$ cat config.mk
export PLATFORM = sky130hd
export DESIGN_NAME = branch_stack_ctrl
export DESIGN_NICKNAME = d
export VERILOG_FILES = /design/src/rtl/branch_stack_ctrl_pkg.sv /design/src/rtl/branch_stack_ctrl_squash_mask.sv /design/src/rtl/branch_stack_ctrl.sv
export SDC_FILE = /design/constraint.sdc
export NUM_CORES = 1
export LEC_CHECK = 0
export BUFFER_PORTS_ARGS = -buffer_cell sky130_fd_sc_hd__buf_2
export CAP_MARGIN = 20
export CORE_AREA = 3 3 200 202
export CTS_CLUSTER_SIZE = 20
export DETAILED_ROUTE_END_ITERATION = 8
export DIE_AREA = 0 0 203 205
export GPL_TIMING_DRIVEN = 0
export PLACE_DENSITY_LB_ADDON = 0.1
export SYNTH_ARGS = -nofsm -noshare
export SYNTH_HDL_FRONTEND = slang
export SYNTH_SLANG_ARGS = --single-unit
$ cat constraint.sdc
create_clock -name clock -period 2 [get_ports clock]
set_input_delay 0.1 -clock clock [delete_from_list [all_inputs] [get_ports clock]]
set_output_delay 0.1 -clock clock [all_outputs]
set_load 0.01 [all_outputs]
$ cat src/rtl/branch_stack_ctrl_pkg.sv
// Shared types for the branch-checkpoint stack: mask, checkpoint and resolve packets,
// plus the one-hot to index encoder used to locate the resolving checkpoint.
package branch_stack_ctrl_pkg;

  localparam int B_MASK_WIDTH   = 4;
  localparam int B_MASK_ID_BITS = 2;
  localparam int ARCH_REG_SZ    = 8;
  localparam int PHYS_REG_SZ    = 16;
  localparam int PHYS_IDX_BITS  = 4;
  localparam int ROB_SZ_BITS    = 4;
  localparam int ADDR_BITS      = 32;

  typedef logic [B_MASK_WIDTH-1:0]   b_mask_t;
  typedef logic [B_MASK_ID_BITS-1:0] b_id_t;
  typedef logic [PHYS_IDX_BITS-1:0]  phys_reg_idx_t;
  typedef phys_reg_idx_t [ARCH_REG_SZ-1:0] map_table_t;
  typedef logic [PHYS_REG_SZ-1:0]    free_list_t;
  typedef logic [ROB_SZ_BITS-1:0]    rob_idx_t;
  typedef logic [ADDR_BITS-1:0]      addr_t;

  typedef struct packed {
    map_table_t map_table;
    free_list_t free_list;
    rob_idx_t   rob_tail;
    addr_t      recovery_pc;
    b_mask_t    b_m;
  } bs_entry_t;

  typedef struct packed {
    logic    valid;
    logic    mispredict;
    b_mask_t b_mask_mask;
    addr_t   target_pc;
  } bs_resolve_t;

  function automatic b_id_t onehot_enc(input b_mask_t oh);
    b_id_t enc;
    enc = '0;
    for (int i = 0; i < B_MASK_WIDTH; i++) begin
      if (oh[i]) enc = enc | i[B_MASK_ID_BITS-1:0];
    end
    return enc;
  endfunction

endpackage

$ cat src/rtl/branch_stack_ctrl_squash_mask.sv
// Column scan of every checkpoint's older-branch mask: entry j depends on
// branch col_idx exactly when its b_m has that bit set.
module bs_squash_mask
  import branch_stack_ctrl_pkg::*;
(
  input  b_mask_t entry_b_m [B_MASK_WIDTH],
  input  b_id_t   col_idx,
  output b_mask_t squash
);

  always_comb begin
    squash = '0;
    for (int j = 0; j < B_MASK_WIDTH; j++) begin
      squash[j] = entry_b_m[j][col_idx];
    end
  end

endmodule

$ cat src/rtl/branch_stack_ctrl.sv
// Branch-checkpoint stack: tracks live branch ids, resolves one branch per cycle
// and drives a zero-latency restore from the checkpoint on a mispredict.
module branch_stack_ctrl
  import branch_stack_ctrl_pkg::*;
(
  input  logic       clock,
  input  logic       reset,
  input  bs_entry_t  branch_stack_entries [B_MASK_WIDTH],
  input  b_mask_t    next_b_mask,
  input  logic       resolve_valid,
  input  logic       resolve_mispredict,
  input  b_mask_t    resolve_b_mask_mask,
  input  addr_t      resolve_target_PC,
  input  free_list_t retire_free_mask,
  output b_mask_t    b_mask_combinational,
  output logic       restore_valid,
  output map_table_t map_table_restore,
  output free_list_t restore_free_list,
  output rob_idx_t   restore_rob_tail,
  output addr_t      restore_PC,
  output b_mask_t    b_mm_resolve,
  output b_mask_t    b_mm_squash
);

  b_mask_t     b_mask_q, b_mask_d;
  bs_entry_t   entry_q [B_MASK_WIDTH];
  bs_entry_t   entry_d [B_MASK_WIDTH];
  b_mask_t     entry_b_m [B_MASK_WIDTH];
  bs_resolve_t res;
  b_id_t       res_idx;
  b_mask_t     res_oh;
  logic        res_live;
  logic        res_correct;
  logic        res_mispred;
  b_mask_t     squash_col;
  b_mask_t     alloc_mask;

  always_comb begin
    res         = '{valid: resolve_valid, mispredict: resolve_mispredict,
                    b_mask_mask: resolve_b_mask_mask, target_pc: resolve_target_PC};
    res_idx     = onehot_enc(res.b_mask_mask);
    res_oh      = b_mask_t'(1) << res_idx;
    // Resolves on ids that are not live are dropped; reset also forces all outputs to 0.
    res_live    = !reset && res.valid && b_mask_q[res_idx];
    res_correct = res_live && !res.mispredict;
    res_mispred = res_live && res.mispredict;
    for (int j = 0; j < B_MASK_WIDTH; j++) entry_b_m[j] = entry_q[j].b_m;
  end

  bs_squash_mask u_squash (
    .entry_b_m (entry_b_m),
    .col_idx   (res_idx),
    .squash    (squash_col)
  );

  always_comb begin
    b_mm_resolve         = res_correct ? res_oh : '0;
    b_mm_squash          = res_mispred ? (res_oh | squash_col) : '0;
    b_mask_combinational = reset ? '0 : (b_mask_q & ~(b_mm_resolve | b_mm_squash));
    restore_valid        = res_mispred;
    map_table_restore    = '0;
    restore_free_list    = '0;
    restore_rob_tail     = '0;
    restore_PC           = '0;
    if (res_mispred) begin
      map_table_restore = entry_q[res_idx].map_table;
      restore_free_list = entry_q[res_idx].free_list | retire_free_mask;
      restore_rob_tail  = entry_q[res_idx].rob_tail;
      restore_PC        = res.target_pc;
    end
  end

  // A restore overrides dispatch: its mask and checkpoint writes for this cycle are dropped.
  always_comb begin
    b_mask_d   = res_mispred ? b_mask_combinational : next_b_mask;
    alloc_mask = res_mispred ? '0 : (next_b_mask & ~b_mask_combinational);
    for (int j = 0; j < B_MASK_WIDTH; j++) begin
      entry_d[j]           = alloc_mask[j] ? branch_stack_entries[j] : entry_q[j];
      entry_d[j].b_m       = entry_d[j].b_m & ~b_mm_resolve;
      entry_d[j].free_list = entry_d[j].free_list | retire_free_mask;
    end
  end

  always_ff @(posedge clock) begin
    if (reset) begin
      b_mask_q <= '0;
      for (int j = 0; j < B_MASK_WIDTH; j++) entry_q[j] <= '0;
    end else begin
      b_mask_q <= b_mask_d;
      for (int j = 0; j < B_MASK_WIDTH; j++) entry_q[j] <= entry_d[j];
    end
  end

`ifdef DEBUG
  always_ff @(posedge clock) begin
    if (!reset && resolve_valid) begin
      assert (b_mask_q[res_idx]) else $error("resolve on non-live branch id %0d", res_idx);
    end
  end
`endif

endmodule

==> impl_metrics.prom <==
# TYPE chip_impl_metric gauge
chip_impl_info{name="busiest_layer",value="met2"} 1
chip_impl_metric{name="initial_standard_cell_utilization_of_the_core",unit="%"} 26.2
chip_impl_metric{name="routed-via-count",unit=""} 12146
chip_impl_metric{name="globalplace.congestion",unit=""} 0.829
chip_impl_metric{name="place.detailed.hpwl",unit="µm"} 38300
chip_impl_metric{name="pin_count_of_the_biggest_net_entering_global_routing",unit=""} 14
chip_impl_metric{name="die_width",unit="µm"} 203
chip_impl_metric{name="synth-xor-area-share",unit="%"} 0
chip_impl_info{name="post-synth-top-area-cell",value="sky130_fd_sc_hd__dfxtp_1"} 1
chip_impl_metric{name="dpl_worst_slack",unit="ns"} -0.804
chip_impl_metric{name="syn2layout_area_growth",unit="%"} 70.6
chip_impl_metric{name="io-pin-count",unit=""} 509
chip_impl_metric{name="path_max_fanout",unit=""} 10
chip_impl_metric{name="mappedNetlistArea",unit="µm²"} 10100
chip_impl_metric{name="grtUsageTotal",unit="%"} 24.6
chip_impl_metric{name="utilization",unit="%"} 44.6
chip_impl_metric{name="yosys.area_share.simple",unit="%"} 19.4
chip_impl_metric{name="layout_worst_path_cycle_share",unit="%"} 103
chip_impl_info{name="rsz0062_at_grt",value="yes"} 1
chip_impl_metric{name="finalSetupViolations",unit=""} 34
chip_impl_info{name="synth_top_family_by_area",value="compound AO/OA/AOI/OAI gates"} 1
chip_impl_metric{name="ys_seq_elements",unit=""} 224
chip_impl_metric{name="timing.clock.skew",unit="ns"} 0.00967
chip_impl_metric{name="cts_htree_levels",unit=""} 1
chip_impl_info{name="synth_most_common_cell",value="sky130_fd_sc_hd__nand2_1"} 1
chip_impl_metric{name="gr-usage-met3",unit="%"} 4.67
chip_impl_metric{name="antenna_violating_nets_post_route",unit=""} 0
chip_impl_metric{name="timing.hold.ws",unit="ns"} 0.0501
chip_impl_info{name="crit-reg2reg-launch",value="b_mask_q[0]"} 1
chip_impl_metric{name="design.die.area",unit="µm²"} 41600
chip_impl_metric{name="synth.top_cell.area_share",unit="%"} 44.5
chip_impl_metric{name="yosys.area_share.adder",unit="%"} 0
chip_impl_metric{name="post_synth_mux_area_share",unit="%"} 1.80
chip_impl_metric{name="layout_setup_ws",unit="ns"} -0.0552
chip_impl_metric{name="drc_errors",unit=""} 0
chip_impl_info{name="violations_in_the_final_reports",value="negative setup slack"} 1
chip_impl_metric{name="height_of_the_die",unit="µm"} 205
chip_impl_metric{name="synth_nets",unit=""} 1721
chip_impl_info{name="ys.flop_type",value="sky130_fd_sc_hd__dfxtp_1"} 1
chip_impl_metric{name="synthCells",unit=""} 1309
chip_impl_metric{name="routed_via_density",unit=""} 4.81
chip_impl_metric{name="placementRows",unit=""} 72
chip_impl_metric{name="initial_antenna_violation_count",unit=""} 4
chip_impl_metric{name="num-nets-final",unit=""} 2394
chip_impl_info{name="worstSetupStartpoint",value="b_mask_q[0]"} 1
chip_impl_metric{name="area.sequential",unit="µm²"} 4490
chip_impl_metric{name="drt_first_iter_violations",unit=""} 598
chip_impl_metric{name="max_transition_margin",unit="%"} 39.0
chip_impl_info{name="hold_class",value="input pin to register"} 1
chip_impl_metric{name="design.core.area",unit="µm²"} 38500
chip_impl_info{name="end_kind",value="output port"} 1
chip_impl_metric{name="worst_skew_pair.late_latency",unit="ns"} 0.54
chip_impl_metric{name="synth.yosys.warnings",unit=""} 0
chip_impl_metric{name="static-leakage-power",unit="nW"} 7.36
chip_impl_metric{name="clock_tree.buffer_depth",unit=""} 3
chip_impl_info{name="synth.area.top_cells",value="sky130_fd_sc_hd__dfxtp_1 (45%), sky130_fd_sc_hd__a21oi_1 (16%), sky130_fd_sc_hd__nand2_1 (14%)"} 1
chip_impl_metric{name="timing.reg2reg.setup_slack",unit="ns"} 0.05
chip_impl_metric{name="post-route-min-period",unit="ns"} 2.06
chip_impl_info{name="synth.top_cells.by_count",value="sky130_fd_sc_hd__nand2_1 (384), sky130_fd_sc_hd__a21oi_1 (317), sky130_fd_sc_hd__dfxtp_1 (224)"} 1
chip_impl_metric{name="layoutNonFillerInstCount",unit=""} 2523
chip_impl_metric{name="drive_above_1_share",unit="%"} 32.1
chip_impl_metric{name="number_of_max_cap_violations",unit=""} 0
chip_impl_metric{name="hold_violations",unit=""} 0
chip_impl_metric{name="clkSinkCount",unit=""} 224
chip_impl_metric{name="ys_types",unit=""} 42
chip_impl_info{name="cts_tree",value="yes"} 1
chip_impl_metric{name="dp_cells",unit=""} 2199
chip_impl_info{name="ctsRootBufferMaster",value="sky130_fd_sc_hd__clkbuf_16"} 1
chip_impl_metric{name="groute.layer.met2.usage",unit="%"} 43.3
chip_impl_metric{name="worstPathArrival",unit="ns"} 1.96
chip_impl_metric{name="totalPowerFinal",unit="mW"} 12.6
chip_impl_metric{name="synth-compound-area-share",unit="%"} 28.3
chip_impl_metric{name="gr-total-overflow",unit=""} 0
chip_impl_metric{name="reg2reg_depth",unit=""} 10
chip_impl_metric{name="cts-buffers-inserted",unit=""} 28
chip_impl_metric{name="synth-async-reset-ratio",unit="%"} 0
chip_impl_metric{name="grt_pass1_vias",unit=""} 12385
chip_impl_metric{name="wl",unit="µm"} 53600
chip_impl_metric{name="power-per-cell-area",unit="nW/µm²"} 731
chip_impl_metric{name="drt_first_pass_iters",unit=""} 5
chip_impl_metric{name="max-vdd-ir-drop",unit="µV"} 528
chip_impl_info{name="worstSetupPathType",value="register to output port"} 1
chip_impl_info{name="critPathCapture",value="restore_free_list[5]"} 1
chip_impl_metric{name="multi_input_area",unit="µm²"} 5410
chip_impl_metric{name="count_of_final_max_slew_check_failures",unit=""} 0
chip_impl_metric{name="wire_length_of_the_first_global_routing_pass",unit="µm"} 76900
chip_impl_metric{name="synth.yosys.seq_area_share",unit="%"} 44.5
chip_impl_metric{name="grt_use_met1",unit="%"} 30.8
chip_impl_metric{name="port_buffers",unit=""} 372
chip_impl_info{name="critPathLaunchType",value="register"} 1
chip_impl_metric{name="critPathRequiredTime",unit="ns"} 1.90
chip_impl_metric{name="detail_route.wl_per_cell",unit="µm"} 21.3
chip_impl_info{name="crit-reg2reg-capture",value="entry_q[2][65]"} 1
chip_impl_info{name="run_status",value="complete, but fails checks"} 1
chip_impl_metric{name="worst_setup_hold_path_clk_slew",unit="ns"} 0.05
chip_impl_metric{name="synth_enable_flop_cells",unit=""} 0
chip_impl_metric{name="max_slew.worst_pin.slew",unit="ns"} 0.915
chip_impl_metric{name="fillerInstances",unit=""} 3926
chip_impl_metric{name="max_freq",unit="GHz"} 0.487
chip_impl_metric{name="syn_area_per_cell",unit="µm²"} 7.69
## worst min path at each step
stage	from	to	slack, ns	cells after the start
finish	reset	b_mask_q[0]	0.05	4
global placement	branch_stack_entries[162]	entry_q[2][74]	0.34	3
floorplan	branch_stack_entries[266]	entry_q[0][2]	0.23	2
CTS	reset	b_mask_q[0]	0.009	4
detailed placement	branch_stack_entries[325]	entry_q[0][61]	0.35	3
global route	reset	b_mask_q[0]	0.06	4
## logic make-up after synthesis
kind of cell | count (synthesis)
and+or+nand+nor | 477
muxes | 18
buffers and inverters | 119
AOI/OAI and AO/OA | 471
DFF | 224
## metal layers
layer  wire length, µm  vias to the layer above  part of all wire [%]
met2             26100                      411                    49
li1                  -                     5861                     -
met5                31                        -                 0.058
met4              1400                        6                   2.6
met1             22800                     5791                    42
met3              3310                       77                   6.2
## area by class of cell
type	instances	share of cell area [%]
clock buffers	43	5.00
well taps	518	3.77
clock inverters	8	0.546
diodes	2	0.0291
repair buffers	649	28.5
inverters	10	0.262
plain buffers	103	4.27
flip-flops and latches	224	26.2
multi-input cells	966	31.5
## state kept, by name (all words and copies together) (netlist names)
name / cells
entry_q: 220
b_mask_q: 4
## where the power goes
part | switching [mW] | total, mW | internal, mW
combinational | 1.29 | 2.40 | 1.11
sequential | 0.159 | 4.93 | 4.77
clock | 2.04 | 5.23 | 3.19
## critical path, stage by stage (launching register included)
cell                        delay (ns)
sky130_fd_sc_hd__dfxtp_4          0.38
sky130_fd_sc_hd__mux2i_4          0.08
sky130_fd_sc_hd__a2bb2oi_4        0.24
sky130_fd_sc_hd__nand2_8          0.11
sky130_fd_sc_hd__buf_12           0.16
sky130_fd_sc_hd__buf_12           0.16
sky130_fd_sc_hd__nor2_4           0.15
sky130_fd_sc_hd__buf_6            0.12
## stage by stage
step | cell area, µm² | setup TNS [ns]
3_3_place_gp | 12600 | -153.04
3_5_place_dp | 12600 | -155.08
6_report | 17200 | -0.874
2_1_floorplan | 10100 | 0
5_1_grt | 17200 | -4.40
4_1_cts | 16700 | -4.04
## timing repair
action,CTS,global route
setup buffers,23,9
hold buffers,240,0
gates resized for setup,151,99
endpoints found under the setup margin,313,269
gates cloned,1,4
pin swaps,8,7
hold endpoints to repair,224,0
## cell usage in the layout (no fill, tap or decap), types with 4 or more instances in the layout
cell	count
sky130_fd_sc_hd__buf_12	13
sky130_fd_sc_hd__nor2b_1	5
sky130_fd_sc_hd__dlygate4sd3_1	240
sky130_fd_sc_hd__clkbuf_4	8
sky130_fd_sc_hd__clkbuf_2	34
sky130_fd_sc_hd__a21oi_2	60
sky130_fd_sc_hd__nor2_1	20
sky130_fd_sc_hd__buf_2	348
sky130_fd_sc_hd__and3_1	30
sky130_fd_sc_hd__a21oi_4	11
sky130_fd_sc_hd__buf_6	43
sky130_fd_sc_hd__mux2i_1	16
sky130_fd_sc_hd__o21ai_0	16
sky130_fd_sc_hd__clkinv_2	5
sky130_fd_sc_hd__dfxtp_1	220
sky130_fd_sc_hd__nand3_1	5
sky130_fd_sc_hd__and2_1	10
sky130_fd_sc_hd__a22oi_1	76
sky130_fd_sc_hd__nand2_1	383
sky130_fd_sc_hd__and3_4	4
sky130_fd_sc_hd__inv_1	9
sky130_fd_sc_hd__buf_4	32
sky130_fd_sc_hd__clkbuf_8	9
sky130_fd_sc_hd__nor2_4	7
sky130_fd_sc_hd__clkbuf_16	32
sky130_fd_sc_hd__clkbuf_1	31
sky130_fd_sc_hd__o211ai_4	4
sky130_fd_sc_hd__a21oi_1	280
Power figures use the tool's default switching activity.
